==> src/rtl/fsm_driver_pkg.sv <==
// Shared definitions for the plant steering driver: plant state encodings
// (identical to the steered plant FSM's {a,b}) and the driver's own states.
package fsm_driver_pkg;

  typedef enum logic [1:0] {
    S0 = 2'b00,
    S1 = 2'b01,
    S2 = 2'b10,
    S3 = 2'b11
  } plant_state_t;

  typedef enum logic [1:0] {
    IDLE  = 2'b00,
    STEER = 2'b01,
    RESP  = 2'b10
  } drv_state_t;

  localparam int HOP_W = 3;

endpackage

==> src/rtl/fsm_nexthop.sv <==
// Combinational next-hop table: the x/y pair that moves the plant one step
// closer to the target from its current state.
module fsm_nexthop
  import fsm_driver_pkg::*;
(
  input  plant_state_t target,
  input  plant_state_t current,
  output logic         x,
  output logic         y
);

  // S2 is never a valid target (nothing reaches it), so it falls to the default.
  always_comb begin
    x = 1'b0;
    y = 1'b0;
    case (target)
      S0: begin
        case (current)
          S1, S2:  x = 1'b1;
          default: ;
        endcase
      end
      S1: begin
        case (current)
          S0, S2:  x = 1'b1;
          default: ;
        endcase
      end
      S3: begin
        case (current)
          S0:      x = 1'b1;
          S1:      y = 1'b1;
          default: ;
        endcase
      end
      default: ;
    endcase
  end

endmodule

==> src/rtl/fsm_driver.sv <==
// Request/response driver that steers an external plant FSM to a requested
// state via x/y, counting steering cycles and reporting timeout/unreachable.
module fsm_driver
  import fsm_driver_pkg::*;
#(
  parameter int MAX_HOPS = 4
) (
  input  logic             clk,
  input  logic             rst,
  input  logic             req_valid,
  output logic             req_ready,
  input  logic [1:0]       req_target,
  input  logic [1:0]       fb_state,
  output logic             x,
  output logic             y,
  output logic             resp_valid,
  input  logic             resp_ready,
  output logic             resp_err,
  output logic [HOP_W-1:0] resp_hops
);

  localparam logic [HOP_W-1:0] HOP_LIMIT = HOP_W'(MAX_HOPS);

  drv_state_t       state, state_next;
  plant_state_t     target_q, target_next;
  plant_state_t     fb, req_tgt;
  logic [HOP_W-1:0] hops_q, hops_next;
  logic             err_q, err_next;
  logic             hop_x, hop_y;

  assign fb      = plant_state_t'(fb_state);
  assign req_tgt = plant_state_t'(req_target);

  fsm_nexthop u_nexthop (
    .target  (target_q),
    .current (fb),
    .x       (hop_x),
    .y       (hop_y)
  );

  always_ff @(posedge clk) begin
    if (rst) begin
      state    <= IDLE;
      target_q <= S0;
      hops_q   <= '0;
      err_q    <= 1'b0;
    end else begin
      state    <= state_next;
      target_q <= target_next;
      hops_q   <= hops_next;
      err_q    <= err_next;
    end
  end

  // hops_q doubles as the live step counter in STEER and the reported count in RESP.
  always_comb begin
    state_next  = state;
    target_next = target_q;
    hops_next   = hops_q;
    err_next    = err_q;
    x           = 1'b0;
    y           = 1'b0;
    req_ready   = 1'b0;
    resp_valid  = 1'b0;
    case (state)
      IDLE: begin
        req_ready = 1'b1;
        if (req_valid) begin
          target_next = req_tgt;
          hops_next   = '0;
          err_next    = 1'b0;
          if (req_tgt == S2) begin
            err_next   = 1'b1;
            state_next = RESP;
          end else if (fb == req_tgt) begin
            state_next = RESP;
          end else begin
            state_next = STEER;
          end
        end
      end
      STEER: begin
        if (fb == target_q) begin
          err_next   = 1'b0;
          state_next = RESP;
        end else if (hops_q >= HOP_LIMIT) begin
          err_next   = 1'b1;
          hops_next  = HOP_LIMIT;
          state_next = RESP;
        end else begin
          x         = hop_x;
          y         = hop_y;
          hops_next = hops_q + 1'b1;
        end
      end
      RESP: begin
        resp_valid = 1'b1;
        if (resp_ready) state_next = IDLE;
      end
      default: state_next = IDLE;
    endcase
  end

  // Result fields read as zero outside RESP so the counter never leaks out.
  assign resp_err  = (state == RESP) ? err_q : 1'b0;
  assign resp_hops = (state == RESP) ? hops_q : '0;

endmodule
==> config.mk <==
export PLATFORM = sky130hd
export DESIGN_NAME = fsm_driver
export DESIGN_NICKNAME = d
export VERILOG_FILES = /design/src/rtl/fsm_driver_pkg.sv /design/src/rtl/fsm_nexthop.sv /design/src/rtl/fsm_driver.sv
export SDC_FILE = /design/constraint.sdc
export NUM_CORES = 1
export LEC_CHECK = 0
export BUFFER_PORTS_ARGS = -buffer_cell sky130_fd_sc_hd__buf_2
export CORE_AREA = 2 2 39 41
export CTS_BUF_LIST = sky130_fd_sc_hd__clkbuf_4
export DETAILED_ROUTE_END_ITERATION = 12
export DIE_AREA = 0 0 41 43
export GPL_TIMING_DRIVEN = 0
export PLACE_DENSITY = 0.69
export SETUP_SLACK_MARGIN = 0.1
export SYNTH_ARGS = -nofsm -noshare
export SYNTH_HDL_FRONTEND = slang
export SYNTH_SLANG_ARGS = --single-unit
==> constraint.sdc <==
create_clock -name clk -period 1.39 [get_ports clk]
set_clock_uncertainty 0.05 [all_clocks]
set_input_delay 0.139 -clock clk [delete_from_list [all_inputs] [get_ports clk]]
set_output_delay 0.139 -clock clk [all_outputs]
set_load 0.05 [all_outputs]
### Word level (Yosys, flattened, before mapping)

Cells that the tools add are included.

* register bits after elaboration: 8
* output and inout bits: 8
* word-level logic and storage cells: 61

* add/subtract/negate cells: 1
* $lt $le $gt $ge: 1
* eq/ne operators: 13
* multiplexer cells: 32
* reductions and logical operators: 10

Operators with widths (number)
* $mux W1: 18
* $mux W2: 6
* $mux W3: 4
* $reduce_and A3 Y1: 3
* $eq A2 B2 Y1 const B: 4
* $eq A2 B1 Y1 const B: 3
* $logic_not A2 Y1: 3
* $ne A2 B2 Y1 const B: 3
* $pmux W2 S3: 1
* $pmux W3 S2: 1
* $eq A2 B2 Y1: 2
* $reduce_or A2 Y1: 2
* $add A3 B1 Y3 const B: 1
* $ge A3 B3 Y1 const B: 1
* $ne A3 B3 Y1 const B: 1
* $pmux W1 S3: 1
* $pmux W1 S2: 1
* $reduce_and A2 Y1: 1
* $reduce_bool A2 Y1: 1

### Depth between registers and ports, before layout

Gate-level depths: netlist of run 1.

* depth after elaboration: 7
* gate-level depth with buffers: 6
* mapped depth without buffers: 6

### Cells and area by module

From an unflattened synthesis of run 1, not the netlist that was laid out.

* cell total of the unflattened synthesis: 73
* area total of the unflattened synthesis: 643.1 um2

Modules (own cells, without submodules)
* fsm_driver: times used 1, cells an instance 64, area an instance 571.8 um2, seq. area each 160.2 um2
* fsm_nexthop: times used 1, cells an instance 9, area an instance 71.3 um2, seq. area each 0.0 um2

### Worst setup path after synthesis of run 1

No wires, ideal clock.

* kind: reg2out
* start point: register target_q[0]
* end point: output x
* arrival: 1.817 ns
* data required time: 1.201 ns
* path slack: -0.616 ns
* stages on the path, launching flop included: 5
* buffers on the path: 0
* path through: dfxtp_1 xor2_1 nor2_1 or4_4 nor2_1

* word-level cells in the longest chain between the ends: 5

RTL lines
* from (decl): RTL line fsm_driver.sv:25 `plant_state_t target_q, target_next;`
* from (signal assigned): RTL line fsm_driver.sv:49 `target_q <= target_next;`
* $eq A2 B2 Y1, or another cell as far along: RTL line fsm_nexthop.sv:16 `case (target)`
* $pmux W1 S3: RTL line fsm_nexthop.sv:16
* $mux W1: RTL line fsm_driver.sv:86 `end else if (hops_q >= HOP_LIMIT) begin`
* $mux W1 *: RTL line fsm_driver.sv:83 `if (fb == target_q) begin`
* $mux W1 *: RTL line fsm_driver.sv:65 `case (state)`
* to (decl): RTL line fsm_driver.sv:14 `output logic x,`

Mark *: on every way between the ends. The rest lies on a longest branch, timed or not.

### Worst setup path in the final report of run 1

* start point: register state[0]
* end point: output y

* word-level cells in the longest chain between the ends: 2

RTL lines
* from (decl): RTL line fsm_driver.sv:24 `drv_state_t state, state_next;`
* from (signal assigned): RTL line fsm_driver.sv:48 `state <= state_next;`
* $eq A2 B1 Y1: RTL line fsm_driver.sv:65
* $mux W1: RTL line fsm_driver.sv:65
* to (decl): RTL line fsm_driver.sv:15 `output logic y,`

Every way passes these cells.

==> summary.md, run 1 <==
| Metric | Value |
|---|---|
| Minimum period implied by the final worst setup slack | 1.848 ns |
| Nature of the critical path startpoint | flip-flop |
| Reg-to-reg endpoint | state[0] |
| Share of layout cells above drive strength 1 | 0.5054 |
| Capturing element type of the critical path | output port |
| Clock tree from TritonCTS | yes |
| Count of unique library cells instantiated by Yosys | 27 |
| Overall die height | 43 um |
| Final antenna-violating net count | 0 |
| Net total in the final layout | 107 |
| DP Worst Slack | -0.3278 ns |
| Remaining global-route overflow | 0 |
| Mapped cell area | 554.3 um2 |
| Critical path buffer and inverter count | 2 |
| CTS root buffer | clkbuf_4 |
| Buffer depth of the longest clock path | 2 |
| Detailed-route DRC error count | 0 |
| Number of cells on the worst hold path | 2 |
| Wire length of the first global-routing pass | 2007 um |
| Series of cell instances along the critical path | inv_1, or4_4, nor2_4, buf_6 |
| Routed wire per std cell | roughly 13 um |
| Pwr/cell area | 878.6 nW/um2 |
| Die Outline Area | 1763 um2 |
| Worst reg2reg startpoint | state[0] |
| Clock edge transition at the registers on the reported setup and hold paths | 0.06 ns |
| Synth Instances | 68 |
| Fmax | 0.5411 GHz |
| Number of max-cap violations | 0 |
| All-layer global routing usage | 0.1734 |
| Worst reg-to-reg setup slack | -0.35 ns |
| Required time of the worst setup path | 1.20 ns |
| Dominant delay contributor by cell family on the critical path | simple AND/OR/NAND/NOR gates |
| Sinks on the clock net | 8 |
| Post-synthesis sequential area ratio | 0.2889 |
| Start point of the worst hold path | req_valid |
| Port Buffers | 14 |
| H-Tree Depth | 1 |
| Number of design-rule violations left by the first detailed-router iteration | 6 |
| Diodes inserted | 0 |
| TritonCTS Buffers | 3 |
| Core outline area | 1384 um2 |
| Avg Inst Size Synth | roughly 8 um2 |
| Final GP Congestion | 0.6880 |
| Logic depth of the worst register-to-register path | 5 |
| Hold Vio Cnt, Final | 0 |
| Antenna violations before repair | 0 |
| Static leakage | 0.3792 nW |
| Hold WC Path Type | in2reg |
| Post-synthesis register bit count | 8 |
| Total count of max-transition violations in the final report | 0 |
| Total of endpoints with negative setup slack in the final report | 4 |
| Result of the run | complete, but fails checks |
| Mapped Nets | between 80 and 90 |
| Largest vdd supply drop | 0.6447 mV |
| Total number of vias | around 590 |
| Setup repair after global routing missed its margin | yes |
| Initial core utilization | 0.4005 |
| Syn. warnings | 0 |
| Overall die width | 41 um |
| Number of detailed-route iterations in the first pass | 4 |
| Largest net degree at the start of global routing | 10 |
| Total Negative Setup Slacks | -1.537 ns |
| Worst Hold End | hops_q[2] |
| Largest fanout of any net on the critical path | 7 |
| Top area cells in the synthesized netlist | dfxtp_1, ha_1, inv_1 |
| Share of the clock period used by the worst path | 1.330 |
| Drt via density | 5.385 |
| Data arrival, critical path | between 1.5 and 2 ns |
| Biggest cell delay along the critical path | ~0.55 ns |
| Violations in the final reports | negative setup slack |
| # hold bufs at CTS | 0 |
| Routed wire length | 1426 um |
| Least-Margin Pin Slew | approximately 0.32 ns |
| Rows | 14 |
| Critical Path Slowest Stage Cell | or4_4 |
| Startpoint-to-endpoint class of the critical path | reg2out |
| Final HPWL DP | around 940 um |
| IO Pins | 16 |
| Area share of the largest cell type after synthesis | 0.2889 |
| Biggest area consumer among synthesized cells | dfxtp_1 |
| Later-pin clock latency in the skew report | about 0.26 ns |
| Core Util, Final | 0.6637 |
| Final Power | 0.8069 mW |
| Worst max-slew margin expressed relative to the limit | 0.7876 |
| Vias in the first global route | 482 |
| Area growth, synth to finish | 65.69% |
| Least setup slack across all paths after layout | -0.4580 ns |
placed cells by master, fill, tap and decap left out, types with 3 or more instances in the layout:
cell and instances:
nand3_1 4, dfxtp_4 3, nor2_1 3, buf_8 5, clkbuf_4 4, buf_4 5, buf_6 5, ha_1 5
and2_4 4, a21oi_1 5, inv_1 7, dfxtp_1 4, nor2_4 3, nand2_1 3, buf_2 6
per-stage QoR:
| stage | area [um2] | cells | hold slack (ns) |
|---|---|---|---|
| detailed placement | 699.4 | 98 | 0.3783 |
| global placement | 699.4 | 98 | 0.3742 |
| CTS | 845.8 | 106 | 0.1023 |
| floorplan | 609.3 | 68 | 0.2009 |
| finish | 918.4 | 109 | 0.1004 |
| global route | 918.4 | 109 | 0.1025 |
cells by family after synthesis:
logic type / count (synthesis) / synth area share
adders and majority gates: 5 / 0.1129
muxes: 2 / 0.03612
xor gates and xnor gates: 2 / 0.03161
AOI/OAI and AO/OA: 16 / 0.2054
DFF: 8 / 0.2889
buffers and inverters: 8 / 0.05643
and+or+nand+nor: 27 / 0.2686
worst max path at each step:
stage | from | end | slack [ns] | cells after the start
4_1_cts | target_q[1] | y | -0.44 | 5
5_1_grt | target_q[0] | y | -0.49 | 5
2_1_floorplan | target_q[1] | x | -0.17 | 4
6_report | state[0] | y | -0.46 | 4
3_5_place_dp | target_q[1] | x | -0.33 | 5
3_3_place_gp | target_q[1] | x | -0.32 | 5
worst reg2reg max path, cell delays in order (launching register included):
cell      delay (ns)
dfxtp_2         0.44
inv_1           0.12
or4_4           0.55
buf_4           0.17
buf_6           0.12
a221oi_2        0.21
cell usage after synthesis:
| cell type | n |
|---|---|
| o22ai_1 | 1 |
| nand3b_1 | 2 |
| nand3_1 | 4 |
| a21oi_1 | 5 |
| and2_1 | 4 |
| a221oi_1 | 1 |
| a221oi_2 | 1 |
| ha_1 | 5 |
| nand2_1 | 3 |
| nor3_1 | 1 |
| or4_4 | 1 |
| inv_1 | 7 |
| o31ai_1 | 1 |
| a2111oi_0 | 1 |
| nor3b_1 | 1 |
| a32oi_1 | 1 |
| dfxtp_1 | 8 |
| o211ai_1 | 1 |
| o32ai_1 | 1 |
| nor2b_1 | 3 |
| a21o_1 | 1 |
| clkbuf_2 | 1 |
| mux2i_1 | 2 |
| o21ai_0 | 2 |
| xor2_1 | 2 |
| nor2_1 | 7 |
| nand4b_1 | 1 |
routing by layer:
layer  track usage  vias up  wire length (um)  share of wire
met5             0        -                 0              0
met4       0.06000        0                23          0.016
met3       0.09424        5                61          0.043
met2        0.2375       11               728           0.51
met1        0.2248      279               612           0.43
li1              -      292                 -              -
power by group:
group          switching (mW)  internal, mW
sequential             0.0297         0.248
combinational           0.167         0.139
clock                  0.0921         0.130
total                   0.289         0.518
what timing repair did:
action                     4_1_cts  5_1_grt
setup endpoints to repair       11       14
gates resized for setup         24       11
buffers inserted                 4        3
pin swaps                        2        2
registers in the layout (all words and copies together), names as in the netlist:
| signal | count |
|---|---|
| state | 2 |
| target_q | 2 |
| err_q | 1 |
| hops_q | 3 |
layout make-up:
class	instances	area, um2
Buffer	1	5.005
Clock buffer	4	30.03
Fill cell	111	465.4
Inverter	7	26.28
Multi-Input combinational cell	52	465.4
Sequential cell	8	172.7
Tap cell	16	20.02
Timing Repair Buffer	21	198.9
No activity file was read; power rests on OpenSTA's default activity.
==> inputs of run 2 (changes only) <==
Settings changed: CELL_PAD_IN_SITES_DETAIL_PLACEMENT from default to 0, CELL_PAD_IN_SITES_GLOBAL_PLACEMENT from default to 1, CORE_AREA 2 2 39 41 to default, CORE_UTILIZATION from default to 34, DIE_AREA 0 0 41 43 to default, PLACE_DENSITY 0.69 to default, PLACE_DENSITY_LB_ADDON from default to 0.1.
==> summary.md, run 2 (synthesis gave the netlist of run 1 again) <==
| Metric | Value |
|---|---|
| Largest fanout of any net on the critical path | 4 (-3) |
| Violations in the final reports | negative setup slack |
| Fmax | 0.5497 GHz (+1.6%) |
| Least-Margin Pin Slew | 0.3970 ns (+0.07926 ns) |
| Vias in the first global route | 486 (+0.83%) |
| Routed wire length | 1388 um (-2.7%) |
| Setup repair after global routing missed its margin | yes |
| Total Negative Setup Slacks | -1.307 ns (+0.2293 ns) |
| Largest vdd supply drop | 0.4604 mV (-29%) |
| Result of the run | complete, but fails checks |
| Number of max-cap violations | 0 (unchanged) |
| Count of non-filler cells in the finished layout | 108 (-0.92%) |
| Total of endpoints with negative setup slack in the final report | 4 (unchanged) |
| Most used cells in the layout excluding fill and tap cells | inv_1, buf_4, buf_2 |
| Wire length of the first global-routing pass | 2256 um (+12%) |
| Instance area at placement | 699.4 um2 (unchanged) |
| Net total in the final layout | 106 (-0.93%) |
| # hold bufs at CTS | 0 (unchanged) |
| Sinks on the clock net | 8 (unchanged) |
| Top reg by flops | hops_q |
| Routed wire per std cell | 12.85 um (-1.8%) |
| Overall die width | 42.38 um (+3.4%) |
| Antenna violations before repair | 0 (unchanged) |
| Least setup slack across all paths after layout | -0.4291 ns (+0.02888 ns) |
| Number of cells on the worst hold path | 3 (+1) |
| Drt via density | 5.176 (-3.9%) |
| IO Pins | 16 (unchanged) |
| Final HPWL DP | 971 um (+3.4%) |
| Diodes inserted | 0 (unchanged) |
| Total number of vias | 559 (-4.8%) |
| Cell area after layout | 868.3 um2 (-5.4%) |
| Later-pin clock latency in the skew report | 0.28 ns (+0.02 ns) |
| Overall die height | 42.38 um (-1.5%) |
| Port Buffers | 14 (unchanged) |
| Total count of max-transition violations in the final report | 0 (unchanged) |
| All-layer global routing usage | 0.1806 (+0.007218) |
| Number of detailed-route iterations in the first pass | 4 (unchanged) |
| Share of the clock period used by the worst path | 1.309 (-0.02078) |
| Number of flip-flops under the largest register name | 3 (unchanged) |
| Number of placed instances, taps included | 98 (unchanged) |
| Nature of the critical path startpoint | flip-flop |
| Number of design-rule violations left by the first detailed-router iteration | 3 (-3) |
| Worst reg2reg startpoint | target_q[0] |
| CTS root buffer | clkbuf_4 |
| Buffer depth of the longest clock path | 2 (unchanged) |
| H-Tree Depth | 1 (unchanged) |
| Hold WC Path Type | in2reg |
| Largest registers | hops_q (3), state (2), target_q (2) |
| Data arrival, critical path | 1.63 ns (-0.03 ns) |
| Minimum period implied by the final worst setup slack | 1.819 ns (-0.02888 ns) |
| Clock edge transition at the registers on the reported setup and hold paths | 0.07 ns (about the same) |
| Hold Vio Cnt, Final | 0 (unchanged) |
| Area growth, synth to finish | 56.66% |
| Logic depth of the worst register-to-register path | 5 (unchanged) |
| Rows | 14 (unchanged) |
| Remaining global-route overflow | 0 (unchanged) |
| Required time of the worst setup path | 1.20 ns (about the same) |
| Final antenna-violating net count | 0 (unchanged) |
| Final GP Congestion | 0.6625 (-3.7%) |
| Capturing element type of the critical path | output port |
| Die Outline Area | 1796 um2 (+1.9%) |
| Start point of the worst hold path | req_target[1] |
| Initial core utilization | 0.3679 (-0.03260) |
| Pwr/cell area | 898.8 nW/um2 (+2.3%) |
| Share of layout cells above drive strength 1 | 0.4565 (-0.04885) |
| Core outline area | 1506 um2 (+8.9%) |
| TritonCTS Buffers | 3 (unchanged) |
| Startpoint-to-endpoint class of the critical path | reg2out |
| Detailed-route DRC error count | 0 (unchanged) |
| Largest net degree at the start of global routing | 10 (unchanged) |
| Launching element of the worst setup path | target_q[0] |
| Worst max-slew margin expressed relative to the limit | 0.7285 (-0.05915) |
| Static leakage | 0.3606 nW (-4.9%) |
| Clock tree from TritonCTS | yes |
## run 2: worst paths after layout
check / endpoint / slack [ns]
hold / removal: target_q[1] / 0.08
hold reg to reg: target_q[1] / 0.46
setup / recovery: y / -0.43
setup reg to reg: state[0] / -0.26
## run 2: final cells by class
cell class	count	area, um2
Sequential cell	8	175.2
Timing Repair Buffer	20	180.2
Inverter	7	26.28
Tap cell	16	20.02
Fill cell	133	638.1
Buffer	1	5.005
Clock buffer	4	30.03
Multi-Input combinational cell	52	431.7
## run 2: worst max-delay path: stages (launching register included)
cell	delay [ns]
dfxtp_4	0.38
xor2_4	0.16
nor2_2	0.07
or4_4	0.47
nor2_4	0.11
buf_6	0.16
## run 2: stage by stage
step	utilization	total power, mW	hold WS (ns)	setup slack [ns]
after floorplan	-	0.4434	0.2009	-0.1694
after global placement	0.4643	0.4957	0.3720	-0.3194
after detailed placement	0.4643	0.4983	0.3739	-0.3319
after CTS	0.5482	0.7642	0.07968	-0.4578
after global routing	0.5764	0.8312	0.08961	-0.4738
final	0.5764	0.7805	0.08181	-0.4291
## run 2: power by group
| group | switching (mW) | total [mW] | internal [mW] |
|---|---|---|---|
| clock | 0.103 | 0.233 | 0.131 |
| sequential | 0.0299 | 0.278 | 0.248 |
| combinational | 0.152 | 0.269 | 0.117 |
| total | 0.284 | 0.780 | 0.496 |
## run 2: repair_timing
action | 4_1_cts | 5_1_grt
pin swaps | 0 | 1
buffers inserted | 3 | 3
resized for setup | 22 | 5
setup endpoints to repair | 11 | 11
## run 2: routing by layer
metal	GRT usage	wire length (um)
met5	0	0
met4	0.1313	48
met3	0.06466	62
met2	0.2615	626
met1	0.2175	651
==> inputs of run 3 (changes only) <==
Settings changed: ABC_AREA from default to 1, ABC_CLOCK_PERIOD_IN_PS from default to 1390, CORE_UTILIZATION 34 to 33.
==> summary.md, run 3 <==
| Metric | Value |
|---|---|
| Biggest area consumer among synthesized cells | dfxtp_1 |
| Number of design-rule violations left by the first detailed-router iteration | 18 (+15) |
| Final Power | 1.276 mW (+63%) |
| Worst hold margin | 0.1056 ns (+0.02384 ns) |
| DP Worst Slack | -0.01291 ns (+0.3190 ns) |
| Final HPWL DP | 1025 um (+5.5%) |
| Worst reg2reg startpoint | state[1] |
| Count of unique library cells instantiated by Yosys | 17 (-37%) |
| Post-synthesis sequential area ratio | 0.2683 (-0.02060) |
| Nature of the critical path startpoint | flip-flop |
| Die Outline Area | 1982 um2 (+10%) |
| Pwr/cell area | 1354 nW/um2 (+51%) |
| Clock edge transition at the registers on the reported setup and hold paths | 0.06 ns (about the same) |
| CTS root buffer | clkbuf_4 |
| Violations in the final reports | negative setup slack |
| All-layer global routing usage | 0.1611 (-0.01953) |
| Hold Vio Cnt, Final | 0 (unchanged) |
| Least setup slack across all paths after layout | -0.04410 ns (+0.3850 ns) |
| Rows | 15 (+1) |
| Startpoint-to-endpoint class of the critical path | reg2out |
| Largest vdd supply drop | 0.8068 mV (+75%) |
| Syn. warnings | 0 (unchanged) |
| Avg Inst Size Synth | 6.558 um2 (-20%) |
| Capturing element type of the critical path | output port |
| Count of non-filler cells in the finished layout | 143 (+32%) |
| Clock tree from TritonCTS | yes |
| Hold WC Path Type | in2reg |
| Result of the run | complete, but fails checks |
| Minimum period implied by the final worst setup slack | 1.434 ns (-0.3850 ns) |
| Worst max-slew margin expressed relative to the limit | 0.8333 (+0.1048) |
| Required time of the worst setup path | 1.20 ns (about the same) |
| Worst reg-to-reg setup slack | 0.19 ns (+0.45 ns) |
| Top cells by instance count after synthesis | nand2_1, inv_1, nor2_1 |
| Layout filler cell count | 170 (+28%) |
| Storage cell area | 170.2 um2 (-2.9%) |
| Net total in the final layout | 133 (+25%) |
| Mapped cell area | 596.8 um2 (+7.7%) |
| Logic depth of the worst register-to-register path | 9 (+4) |
| Worst Hold End | target_q[1] |
| Total count of max-transition violations in the final report | 0 (unchanged) |
| Largest net degree at the start of global routing | 8 (-2) |
| Leading cell type in the layout, fill and taps excluded | nand2_1 |
| Setup repair after global routing missed its margin | yes |
| Overall die height | 44.53 um (+5.1%) |
| Largest registers | hops_q (3), state (2), target_q (2) |
| Area share of the largest cell type after synthesis | 0.2683 (-0.02060) |
| Final GP Congestion | 0.8109 (+22%) |
| Total of endpoints with negative setup slack in the final report | 2 (-2) |
| Fmax | 0.6973 GHz (+27%) |
| Total number of vias | 640 (+14%) |
| Diodes inserted | 0 (unchanged) |
| Post-synthesis register bit count | 8 (unchanged) |
| Routed wire per std cell | 9.587 um (-25%) |
| TritonCTS Buffers | 3 (unchanged) |
| Reg-to-reg endpoint | state[1] |
| Share of the clock period used by the worst path | 1.032 (-0.2770) |
| Initial core utilization | 0.3495 (-0.01849) |
| Static leakage | 0.4467 nW (+24%) |
| Start point of the worst hold path | req_target[1] |
| Vias in the first global route | 559 (+15%) |
| Cell area after layout | 942.2 um2 (+8.5%) |
| Remaining global-route overflow | 0 (unchanged) |
| Port Buffers | 15 (+1) |
| Buffer depth of the longest clock path | 2 (unchanged) |
| Drt via density | 4.476 (-14%) |
| Most used cells in the layout excluding fill and tap cells | nand2_1, inv_1, a21oi_1 |
| Antenna violations before repair | 0 (unchanged) |
| Top reg by flops | hops_q |
| Top area cells in the synthesized netlist | dfxtp_1, nand2_1, ha_1 |
| Multi-input gate area in the final layout | 436.7 um2 (+1.2%) |
| Final antenna-violating net count | 0 (unchanged) |
| Number of detailed-route iterations in the first pass | 4 (unchanged) |
| Least-Margin Pin Slew | 0.2496 ns (-0.1474 ns) |
| Ys flop type | dfxtp_1 |
| Share of layout cells above drive strength 1 | 0.4746 (+0.01805) |
| Number of placed instances, taps included | 131 (+34%) |
| Area growth, synth to finish | 57.86% |
| Number of flip-flops under the largest register name | 3 (unchanged) |
| IO Pins | 16 (unchanged) |
| Wire length of the first global-routing pass | 2290 um (+1.5%) |
| Number of flops mapped to enable cells by yosys | 0 (unchanged) |
| Most used standard cell by instance count after synthesis | nand2_1 |
| Data arrival, critical path | 1.25 ns (-0.38 ns) |
| Core outline area | 1708 um2 (+13%) |
| Mapped Nets | 104 (+28%) |
| Sinks on the clock net | 8 (unchanged) |
| Later-pin clock latency in the skew report | 0.26 ns (-0.02 ns) |
| Routed wire length | 1371 um (-1.2%) |
| H-Tree Depth | 1 (unchanged) |
| Number of cells on the worst hold path | 3 (unchanged) |
| Instance area at placement | 764.5 um2 (+9.3%) |
| Detailed-route DRC error count | 0 (unchanged) |
| Largest fanout of any net on the critical path | 3 (-1) |
| Number of max-cap violations | 0 (unchanged) |
| Overall die width | 44.53 um (+5.1%) |
| Synth Instances | 91 (+34%) |
| Share of synthesized flip-flops with an asynchronous set or reset | 0 (unchanged) |
[run 3: cells by family (layout without fill, tap and decap cells)]
logic type | count (synthesis) | count (layout) | synth area share
AO/OA/AOI/OAI | 14 | 14 | 0.1216
adder cells (fa/ha/maj) | 5 | 5 | 0.1048
buffers and inverters | 17 | 44 | 0.1069
flip-flops | 8 | 8 | 0.2683
AND/OR/NAND/NOR | 47 | 47 | 0.3983
[run 3: worst max path at each step]
stage | startpoint | endpoint | slack [ns] | depth (start not counted)
floorplan | state[1] | x | 0.03 | 5
global route | state[1] | x | -0.10 | 6
CTS | state[1] | x | -0.06 | 6
finish | state[1] | x | -0.04 | 6
global placement | target_q[0] | x | -0.01 | 7
detailed placement | target_q[0] | x | -0.01 | 7
[run 3: where the power goes]
part	leakage (nW)	switching, mW	internal [mW]
Clock	0.0138	0.0947	0.0998
Sequential	0.0676	0.0500	0.286
Combinational	0.365	0.448	0.298
[run 3: worst max-delay path, cell delays in order (launching register included)]
cell	delay, ns
dfxtp_4	0.35
inv_4	0.08
nand2_4	0.06
nor2_4	0.12
nand2_4	0.08
nor3_4	0.12
buf_6	0.18
[run 3: repair_timing]
action | 4_1_cts | 5_1_grt
hold buffers | 1 | 0
pin swaps | 6 | 1
buffers inserted | 7 | 1
resized for setup | 21 | 8
endpoints found under the setup margin | 7 | 11
hold endpoints to repair | 1 | 0
[run 3: metal layers]
layer	global-route usage	wire (um)	up-vias
met2	0.2529	624	16
li1	-	-	337
met1	0.2015	672	283
met4	0.07273	18	0
met3	0.04898	55	4
met5	0	0	-
[run 3: layout make-up]
type / count / area share
Multi-Input combinational cell: 66 / 0.4635
Timing Repair Buffer: 24 / 0.2231
Sequential cell: 8 / 0.1806
Inverter: 17 / 0.07570
Tap cell: 25 / 0.03320
Clock buffer: 3 / 0.02390
[run 3: through the flow]
stage | TNS (ns) | utilization
2_1_floorplan | 0 | -
3_3_place_gp | -0.01095 | 0.4476
3_5_place_dp | -0.01291 | 0.4476
4_1_cts | -0.07800 | 0.5341
5_1_grt | -0.3185 | 0.5516
6_report | -0.06055 | 0.5516
